**config.mk**
```make
export PLATFORM = sky130hd
export DESIGN_NAME = mem_arbiter_flat
export DESIGN_NICKNAME = d
export VERILOG_FILES = /design/src/rtl/mem_arb_pkg.sv /design/src/rtl/mem_arbiter_if.sv /design/src/rtl/mem_arb_pick.sv /design/src/rtl/mem_arbiter.sv /design/src/flat_wrapper.sv
export SDC_FILE = /design/constraint.sdc
export NUM_CORES = 1
export LEC_CHECK = 0
export CAP_MARGIN = 5
export CORE_AREA = 10 10 95 97
export DETAILED_ROUTE_END_ITERATION = 8
export DIE_AREA = 0 0 105 107
export GPL_ROUTABILITY_DRIVEN = 0
export GPL_TIMING_DRIVEN = 0
export PLACE_DENSITY = 0.87
export SYNTH_ARGS = -nofsm -noshare
export SYNTH_HDL_FRONTEND = slang
export SYNTH_SLANG_ARGS = --single-unit
```
**constraint.sdc**
```tcl
create_clock -name clk -period 1.7 [get_ports clk]
set_input_delay 0.17 -clock clk [delete_from_list [all_inputs] [get_ports clk]]
set_output_delay 0.17 -clock clk [all_outputs]
set_load 0.02 [all_outputs]
```
**src/rtl/mem_arb_pkg.sv**
```systemverilog
// Shared types and defaults for the two-requester single-port memory arbiter.
package mem_arb_pkg;

   localparam int ADDR_W_DEF = 32;
   localparam int DATA_W_DEF = 32;

   typedef enum logic [1:0] {
      IDLE   = 2'd0,
      RESP_I = 2'd1,
      RESP_D = 2'd2
   } state_e;

   typedef enum logic {
      OWN_I = 1'b0,
      OWN_D = 1'b1
   } owner_e;

   // Round-robin choice: whoever was not granted last time.
   function automatic owner_e rr_other(input owner_e last_own);
      owner_e w_res;
      if (last_own == OWN_I) begin
         w_res = OWN_D;
      end else begin
         w_res = OWN_I;
      end
      return w_res;
   endfunction

endpackage

```
**src/rtl/mem_arbiter_if.sv**
```systemverilog
// Bundle of requester and memory-side signals for mem_arbiter.
// The arbiter uses the slave modport; the environment uses master.
interface mem_arbiter_if
   import mem_arb_pkg::*;
#(
   parameter int ADDR_W = ADDR_W_DEF,
   parameter int DATA_W = DATA_W_DEF
);
   logic              ifetch_req_i;
   logic [ADDR_W-1:0] ifetch_addr_i;
   logic [DATA_W-1:0] ifetch_rdata_o;
   logic              ifetch_ready_o;

   logic              data_req_i;
   logic              data_we_i;
   logic [ADDR_W-1:0] data_addr_i;
   logic [DATA_W-1:0] data_wdata_i;
   logic [DATA_W-1:0] data_rdata_o;
   logic              data_ready_o;

   logic              mem_en_o;
   logic              mem_we_o;
   logic [ADDR_W-1:0] mem_addr_o;
   logic [DATA_W-1:0] mem_wdata_o;
   logic [DATA_W-1:0] mem_rdata_i;

   logic              stall_f_o;
   logic              stall_m_o;

   modport slave (
      input  ifetch_req_i, ifetch_addr_i, data_req_i, data_we_i,
             data_addr_i, data_wdata_i, mem_rdata_i,
      output ifetch_rdata_o, ifetch_ready_o, data_rdata_o, data_ready_o,
             mem_en_o, mem_we_o, mem_addr_o, mem_wdata_o,
             stall_f_o, stall_m_o
   );

   modport master (
      output ifetch_req_i, ifetch_addr_i, data_req_i, data_we_i,
             data_addr_i, data_wdata_i, mem_rdata_i,
      input  ifetch_rdata_o, ifetch_ready_o, data_rdata_o, data_ready_o,
             mem_en_o, mem_we_o, mem_addr_o, mem_wdata_o,
             stall_f_o, stall_m_o
   );

endinterface

```
**src/rtl/mem_arb_pick.sv**
```systemverilog
// Combinational winner selection between fetch and data requesters.
// ARB_RR_EN selects round-robin on contention; otherwise data has fixed priority.
module mem_arb_pick
   import mem_arb_pkg::*;
(
   input  logic   i_req_i,
   input  logic   i_req_d,
`ifdef ARB_RR_EN
   input  owner_e i_last_own,
`endif
   output logic   o_grant,
   output owner_e o_own
);

   // Winner selection
   always_comb begin
      o_grant = i_req_i | i_req_d;
      o_own   = OWN_I;
      if (i_req_i && i_req_d) begin
`ifdef ARB_RR_EN
         o_own = rr_other(i_last_own);
`else
         o_own = OWN_D;
`endif
      end else if (i_req_d) begin
         o_own = OWN_D;
      end else begin
         o_own = OWN_I;
      end
   end

endmodule

```
**src/rtl/mem_arbiter.sv**
```systemverilog
// Fetch/data arbiter for a single-port synchronous-read memory: grant in IDLE,
// complete in RESP_x one cycle later. ARB_RR_EN enables round-robin arbitration.
module mem_arbiter
   import mem_arb_pkg::*;
#(
   parameter int ADDR_W = ADDR_W_DEF,
   parameter int DATA_W = DATA_W_DEF
)(
   input logic           clk,
   input logic           reset,
   mem_arbiter_if.slave  bus
);

   state_e            r_state;
   state_e            w_next_state;
   logic              w_grant;
   owner_e            w_own;

   logic              w_mem_en;
   logic              w_mem_we;
   logic [ADDR_W-1:0] w_mem_addr;
   logic [DATA_W-1:0] w_mem_wdata;
   logic              w_ifetch_ready;
   logic [DATA_W-1:0] w_ifetch_rdata;
   logic              w_data_ready;
   logic [DATA_W-1:0] w_data_rdata;

`ifdef ARB_RR_EN
   owner_e            r_last_own;

   // Remember who was granted last, used to alternate on contention
   always_ff @(posedge clk) begin
      if (reset) begin
         r_last_own <= OWN_I;
      end else if ((r_state == IDLE) && w_grant) begin
         r_last_own <= w_own;
      end else begin
         r_last_own <= r_last_own;
      end
   end
`endif

   mem_arb_pick u_pick (
      .i_req_i    (bus.ifetch_req_i),
      .i_req_d    (bus.data_req_i),
`ifdef ARB_RR_EN
      .i_last_own (r_last_own),
`endif
      .o_grant    (w_grant),
      .o_own      (w_own)
   );

   // State register
   always_ff @(posedge clk) begin
      if (reset) begin
         r_state <= IDLE;
      end else begin
         r_state <= w_next_state;
      end
   end

   // Next-state logic
   always_comb begin
      w_next_state = IDLE;
      case (r_state)
         IDLE: begin
            if (w_grant) begin
               w_next_state = (w_own == OWN_D) ? RESP_D : RESP_I;
            end else begin
               w_next_state = IDLE;
            end
         end
         RESP_I:  w_next_state = IDLE;
         RESP_D:  w_next_state = IDLE;
         default: w_next_state = IDLE;
      endcase
   end

   // Output logic; everything is forced quiet while reset is high so an
   // in-flight response is dropped rather than delivered.
   always_comb begin
      w_mem_en       = 1'b0;
      w_mem_we       = 1'b0;
      w_mem_addr     = {ADDR_W{1'b0}};
      w_mem_wdata    = {DATA_W{1'b0}};
      w_ifetch_ready = 1'b0;
      w_ifetch_rdata = {DATA_W{1'b0}};
      w_data_ready   = 1'b0;
      w_data_rdata   = {DATA_W{1'b0}};
      if (!reset) begin
         case (r_state)
            IDLE: begin
               if (w_grant && (w_own == OWN_D)) begin
                  w_mem_en    = 1'b1;
                  w_mem_we    = bus.data_we_i;
                  w_mem_addr  = bus.data_addr_i;
                  w_mem_wdata = bus.data_we_i ? bus.data_wdata_i : {DATA_W{1'b0}};
               end else if (w_grant) begin
                  w_mem_en    = 1'b1;
                  w_mem_addr  = bus.ifetch_addr_i;
               end else begin
                  w_mem_en    = 1'b0;
               end
            end
            RESP_I: begin
               w_ifetch_ready = 1'b1;
               w_ifetch_rdata = bus.mem_rdata_i;
            end
            RESP_D: begin
               w_data_ready = 1'b1;
               w_data_rdata = bus.mem_rdata_i;
            end
            default: begin
               w_mem_en = 1'b0;
            end
         endcase
      end else begin
         w_mem_en = 1'b0;
      end
   end

   assign bus.mem_en_o       = w_mem_en;
   assign bus.mem_we_o       = w_mem_we;
   assign bus.mem_addr_o     = w_mem_addr;
   assign bus.mem_wdata_o    = w_mem_wdata;
   assign bus.ifetch_ready_o = w_ifetch_ready;
   assign bus.ifetch_rdata_o = w_ifetch_rdata;
   assign bus.data_ready_o   = w_data_ready;
   assign bus.data_rdata_o   = w_data_rdata;
   assign bus.stall_f_o      = bus.ifetch_req_i & ~w_ifetch_ready;
   assign bus.stall_m_o      = bus.data_req_i & ~w_data_ready;

endmodule

```
**src/flat_wrapper.sv**
```systemverilog
// flat-port wrapper written by rule: the top's interface ports become plain ports
module mem_arbiter_flat import mem_arb_pkg::*;
#(
   parameter int ADDR_W = ADDR_W_DEF,
   parameter int DATA_W = DATA_W_DEF
)
  (clk, reset, bus_ifetch_req_i, bus_ifetch_addr_i, bus_data_req_i, bus_data_we_i, bus_data_addr_i, bus_data_wdata_i, bus_mem_rdata_i, bus_ifetch_rdata_o, bus_ifetch_ready_o, bus_data_rdata_o, bus_data_ready_o, bus_mem_en_o, bus_mem_we_o, bus_mem_addr_o, bus_mem_wdata_o, bus_stall_f_o, bus_stall_m_o);
  mem_arbiter_if #(.ADDR_W(ADDR_W), .DATA_W(DATA_W)) bus_i ();
  input logic clk;
  input logic reset;
  input wire logic [$bits(bus_i.ifetch_req_i)-1:0] bus_ifetch_req_i;
  input wire logic [$bits(bus_i.ifetch_addr_i)-1:0] bus_ifetch_addr_i;
  input wire logic [$bits(bus_i.data_req_i)-1:0] bus_data_req_i;
  input wire logic [$bits(bus_i.data_we_i)-1:0] bus_data_we_i;
  input wire logic [$bits(bus_i.data_addr_i)-1:0] bus_data_addr_i;
  input wire logic [$bits(bus_i.data_wdata_i)-1:0] bus_data_wdata_i;
  input wire logic [$bits(bus_i.mem_rdata_i)-1:0] bus_mem_rdata_i;
  output wire logic [$bits(bus_i.ifetch_rdata_o)-1:0] bus_ifetch_rdata_o;
  output wire logic [$bits(bus_i.ifetch_ready_o)-1:0] bus_ifetch_ready_o;
  output wire logic [$bits(bus_i.data_rdata_o)-1:0] bus_data_rdata_o;
  output wire logic [$bits(bus_i.data_ready_o)-1:0] bus_data_ready_o;
  output wire logic [$bits(bus_i.mem_en_o)-1:0] bus_mem_en_o;
  output wire logic [$bits(bus_i.mem_we_o)-1:0] bus_mem_we_o;
  output wire logic [$bits(bus_i.mem_addr_o)-1:0] bus_mem_addr_o;
  output wire logic [$bits(bus_i.mem_wdata_o)-1:0] bus_mem_wdata_o;
  output wire logic [$bits(bus_i.stall_f_o)-1:0] bus_stall_f_o;
  output wire logic [$bits(bus_i.stall_m_o)-1:0] bus_stall_m_o;
  assign bus_i.ifetch_req_i = bus_ifetch_req_i;
  assign bus_i.ifetch_addr_i = bus_ifetch_addr_i;
  assign bus_i.data_req_i = bus_data_req_i;
  assign bus_i.data_we_i = bus_data_we_i;
  assign bus_i.data_addr_i = bus_data_addr_i;
  assign bus_i.data_wdata_i = bus_data_wdata_i;
  assign bus_i.mem_rdata_i = bus_mem_rdata_i;
  assign bus_ifetch_rdata_o = bus_i.ifetch_rdata_o;
  assign bus_ifetch_ready_o = bus_i.ifetch_ready_o;
  assign bus_data_rdata_o = bus_i.data_rdata_o;
  assign bus_data_ready_o = bus_i.data_ready_o;
  assign bus_mem_en_o = bus_i.mem_en_o;
  assign bus_mem_we_o = bus_i.mem_we_o;
  assign bus_mem_addr_o = bus_i.mem_addr_o;
  assign bus_mem_wdata_o = bus_i.mem_wdata_o;
  assign bus_stall_f_o = bus_i.stall_f_o;
  assign bus_stall_m_o = bus_i.stall_m_o;
  mem_arbiter #(.ADDR_W(ADDR_W), .DATA_W(DATA_W)) u_core (.clk(clk), .reset(reset), .bus(bus_i));
endmodule
```
==> impl_metrics.yaml <==
run_status:
  status: "finished, violations left"
  violations: "negative setup slack"
layout:
  drive_above_1_share_pct: 47.1
  reg_top3: "u_core.r_state (2)"
  fin_util_pct: 62.5
  largest_register: "u_core.r_state"
  n_fill_cell: 628
  final_nets: 611
  largest_reg_flops: 2
  areaGrowthSynthToFinish_pct: 202
  antennaDiodeCount: 0
timing:
  timing.setup.tns_ns: -1.06
  whs_ns: 0.532
  setup_slack_ns: -0.0703
  drv_slew: 0
  period_minus_slack_ns: 1.77
  finalHoldViolations: 0
  skew_ns: 0.00236
  slew_headroom_pct: 72.4
  tightestPinTransition_ns: 0.403
  fmax_mhz: 565
  setup_violations: 31
  finalCritPeriodShare_pct: 104
  rsz0062_at_grt: "yes"
routing:
  drtIter0Drc: 62
  post_drt_wl_per_cell_um: 20.3
  drt_first_pass_iters: 4
  wl_um: 11700
  drc: 0
  vias: 2575
  viasPerCell: 4.48
  drtAntennaViolNets: 0
global_route:
  grt_pass1_wl_um: 16300
  grt_usage_pct: 17.9
  grt-ovfl-total: 0
  grt_pass1_vias: 2777
  grt_max_degree: 11
  antenna_found_initial: 0
worst_setup_path:
  cp-start-kind: "register"
  end_kind: "primary output"
  crit_arrival_ns: 1.60
  worstSetupPathType: "register to primary output"
  crit_start: "u_core.r_state[1]"
  crit_fanout: 5
  cp_data_required_time_ns: 1.53
  r2r-start: "u_core.r_state[1]"
clock_network:
  ctsHoldBuffers: 0
  cts_inserted_buffers: 3
  cts_sinks: 2
  clockBufferDepth: 2
  cts_tree: "done"
  ctsHtreeMaxLevel: 1
  cts_root_buf: "clkbuf_8"
  clk_pin_slew_ns: 0.02
  clk_latency_ns: 0.21
die:
  dieWidth_um: 105
  io_pins: 267
  start_util_pct: 20.7
  rows: 31
  design.core.area_mm2: 0.00714
  dieArea_mm2: 0.0112
  die_y_um: 107
synth:
  synthArstFlopShare_pct: 0
  yosysUniqueCellTypes: 14
  synth.most_common_cell: "and2_1"
  yosysTopAreaCellShare_pct: 27.5
  synth_common_cells: "and2_1 (65), and3_1 (32), mux2i_1 (32)"
  synth_nets: 328
  ys_seq_area_share_pct: 2.71
  avgSynthCellArea_um2: 7.58
  syn_area_mm2: 0.00148
  synth-main-ff-cell: "dfxtp_1"
  syn_inst: 195
  ys_ff_latch: 2
  synth_area_leaders: "and2_1 (28%), mux2i_1 (22%), nor3_2 (20%)"
  synth-edff-count: 0
  synth.yosys.warnings: 0
  synth_largest_area_cell: "and2_1"
placed_design:
  port_buffers: 265
  place_ws_ns: -0.748
  dpl.hpwl_um: 9780
hold_path:
  worstHoldStart: "bus_data_req_i"
  min_path_type: "input port to register"
power_and_ir_drop:
  leakage_nw: 2.17
  p_per_area_mw_per_mm2: 295
  peakVddDrop_uv: 299
run:
  max_cap_viol_count: 0
layout by cell type (no fill, tap or decap):
cell,netlist,layout
or3_4,0,1
clkdlybuf4s15_1,0,1
mux2i_1,32,32
clkbuf_16,0,2
nor2_1,2,1
nor3b_4,0,2
clkbuf_1,7,2
clkdlybuf4s15_2,0,2
clkbuf_8,0,3
clkbuf_2,0,18
buf_4,0,41
clkdlybuf4s50_1,0,130
buf_6,3,43
nor3_2,29,15
buf_2,13,46
dfxtp_4,0,2
clkbuf_4,0,5
nor2b_1,2,2
buf_8,0,1
and2_1,65,65
buf_12,0,3
nor4b_4,1,1
nor3_4,0,18
and3_4,0,20
dlygate4sd2_1,0,7
nor2_4,0,1
and3_1,32,12
logic make-up after synthesis:
group | Yosys count | synth area share [%]
buffers and inverters | 23 | 8.47
DFF | 2 | 2.71
muxes | 32 | 21.7
and+or+nand+nor | 138 | 67.1
worst max-delay path, stage by stage, from the launching register on:
cell     delay, ns
dfxtp_4       0.35
or3_4         0.44
buf_8         0.16
buf_12        0.13
nor3_4        0.15
buf_6         0.15
repair_timing:
item                                    in CTS  in global routing
pin swaps                                    7                 25
buffers inserted                            14                  0
endpoints found under the setup margin     134                120
gates resized for setup                    566                131
gates cloned                                 0                  3
hold endpoints to repair                     0                  0
where the power goes:
part           switching [mW]  internal, mW  total [mW]
Sequential            0.00556        0.0493      0.0549
Clock                  0.0332         0.149       0.182
Combinational           0.477         0.603        1.08
layer usage:
layer  global-route usage [%]  part of all wire (%)
met5                        0                     0
met4                    0.588                  0.34
met3                     7.96                    10
met2                     35.8                    55
met1                     17.3                    35
final timing paths:
kind	slack [ns]	end	cells past startpoint
setup / recovery	-0.07	bus_mem_addr_o[8]	5
hold / removal	0.53	u_core.r_state[1]	3
setup reg to reg	0.51	u_core.r_state[0]	3
hold reg to reg	0.65	u_core.r_state[1]	2
layout make-up:
class | count | area, um2 | area share [%]
repair buffers | 281 | 2510 | 56.4
multi-input cells | 170 | 1570 | 35.2
plain buffers | 20 | 163 | 3.65
well taps | 99 | 124 | 2.78
flip-flops and latches | 2 | 47.5 | 1.07
clock buffers | 3 | 41.3 | 0.926
per-stage QoR:
| step | instances | instance area, um2 | total power [mW] |
|---|---|---|---|
| floorplan | 195 | 1480 | 0.442 |
| detailed placement | 559 | 4250 | 1.02 |
| global placement | 559 | 4250 | 1.00 |
| finish | 575 | 4460 | 1.32 |
| CTS | 576 | 4130 | 1.21 |
| global route | 575 | 4460 | 1.39 |
(Power assumes the default switching activity.)
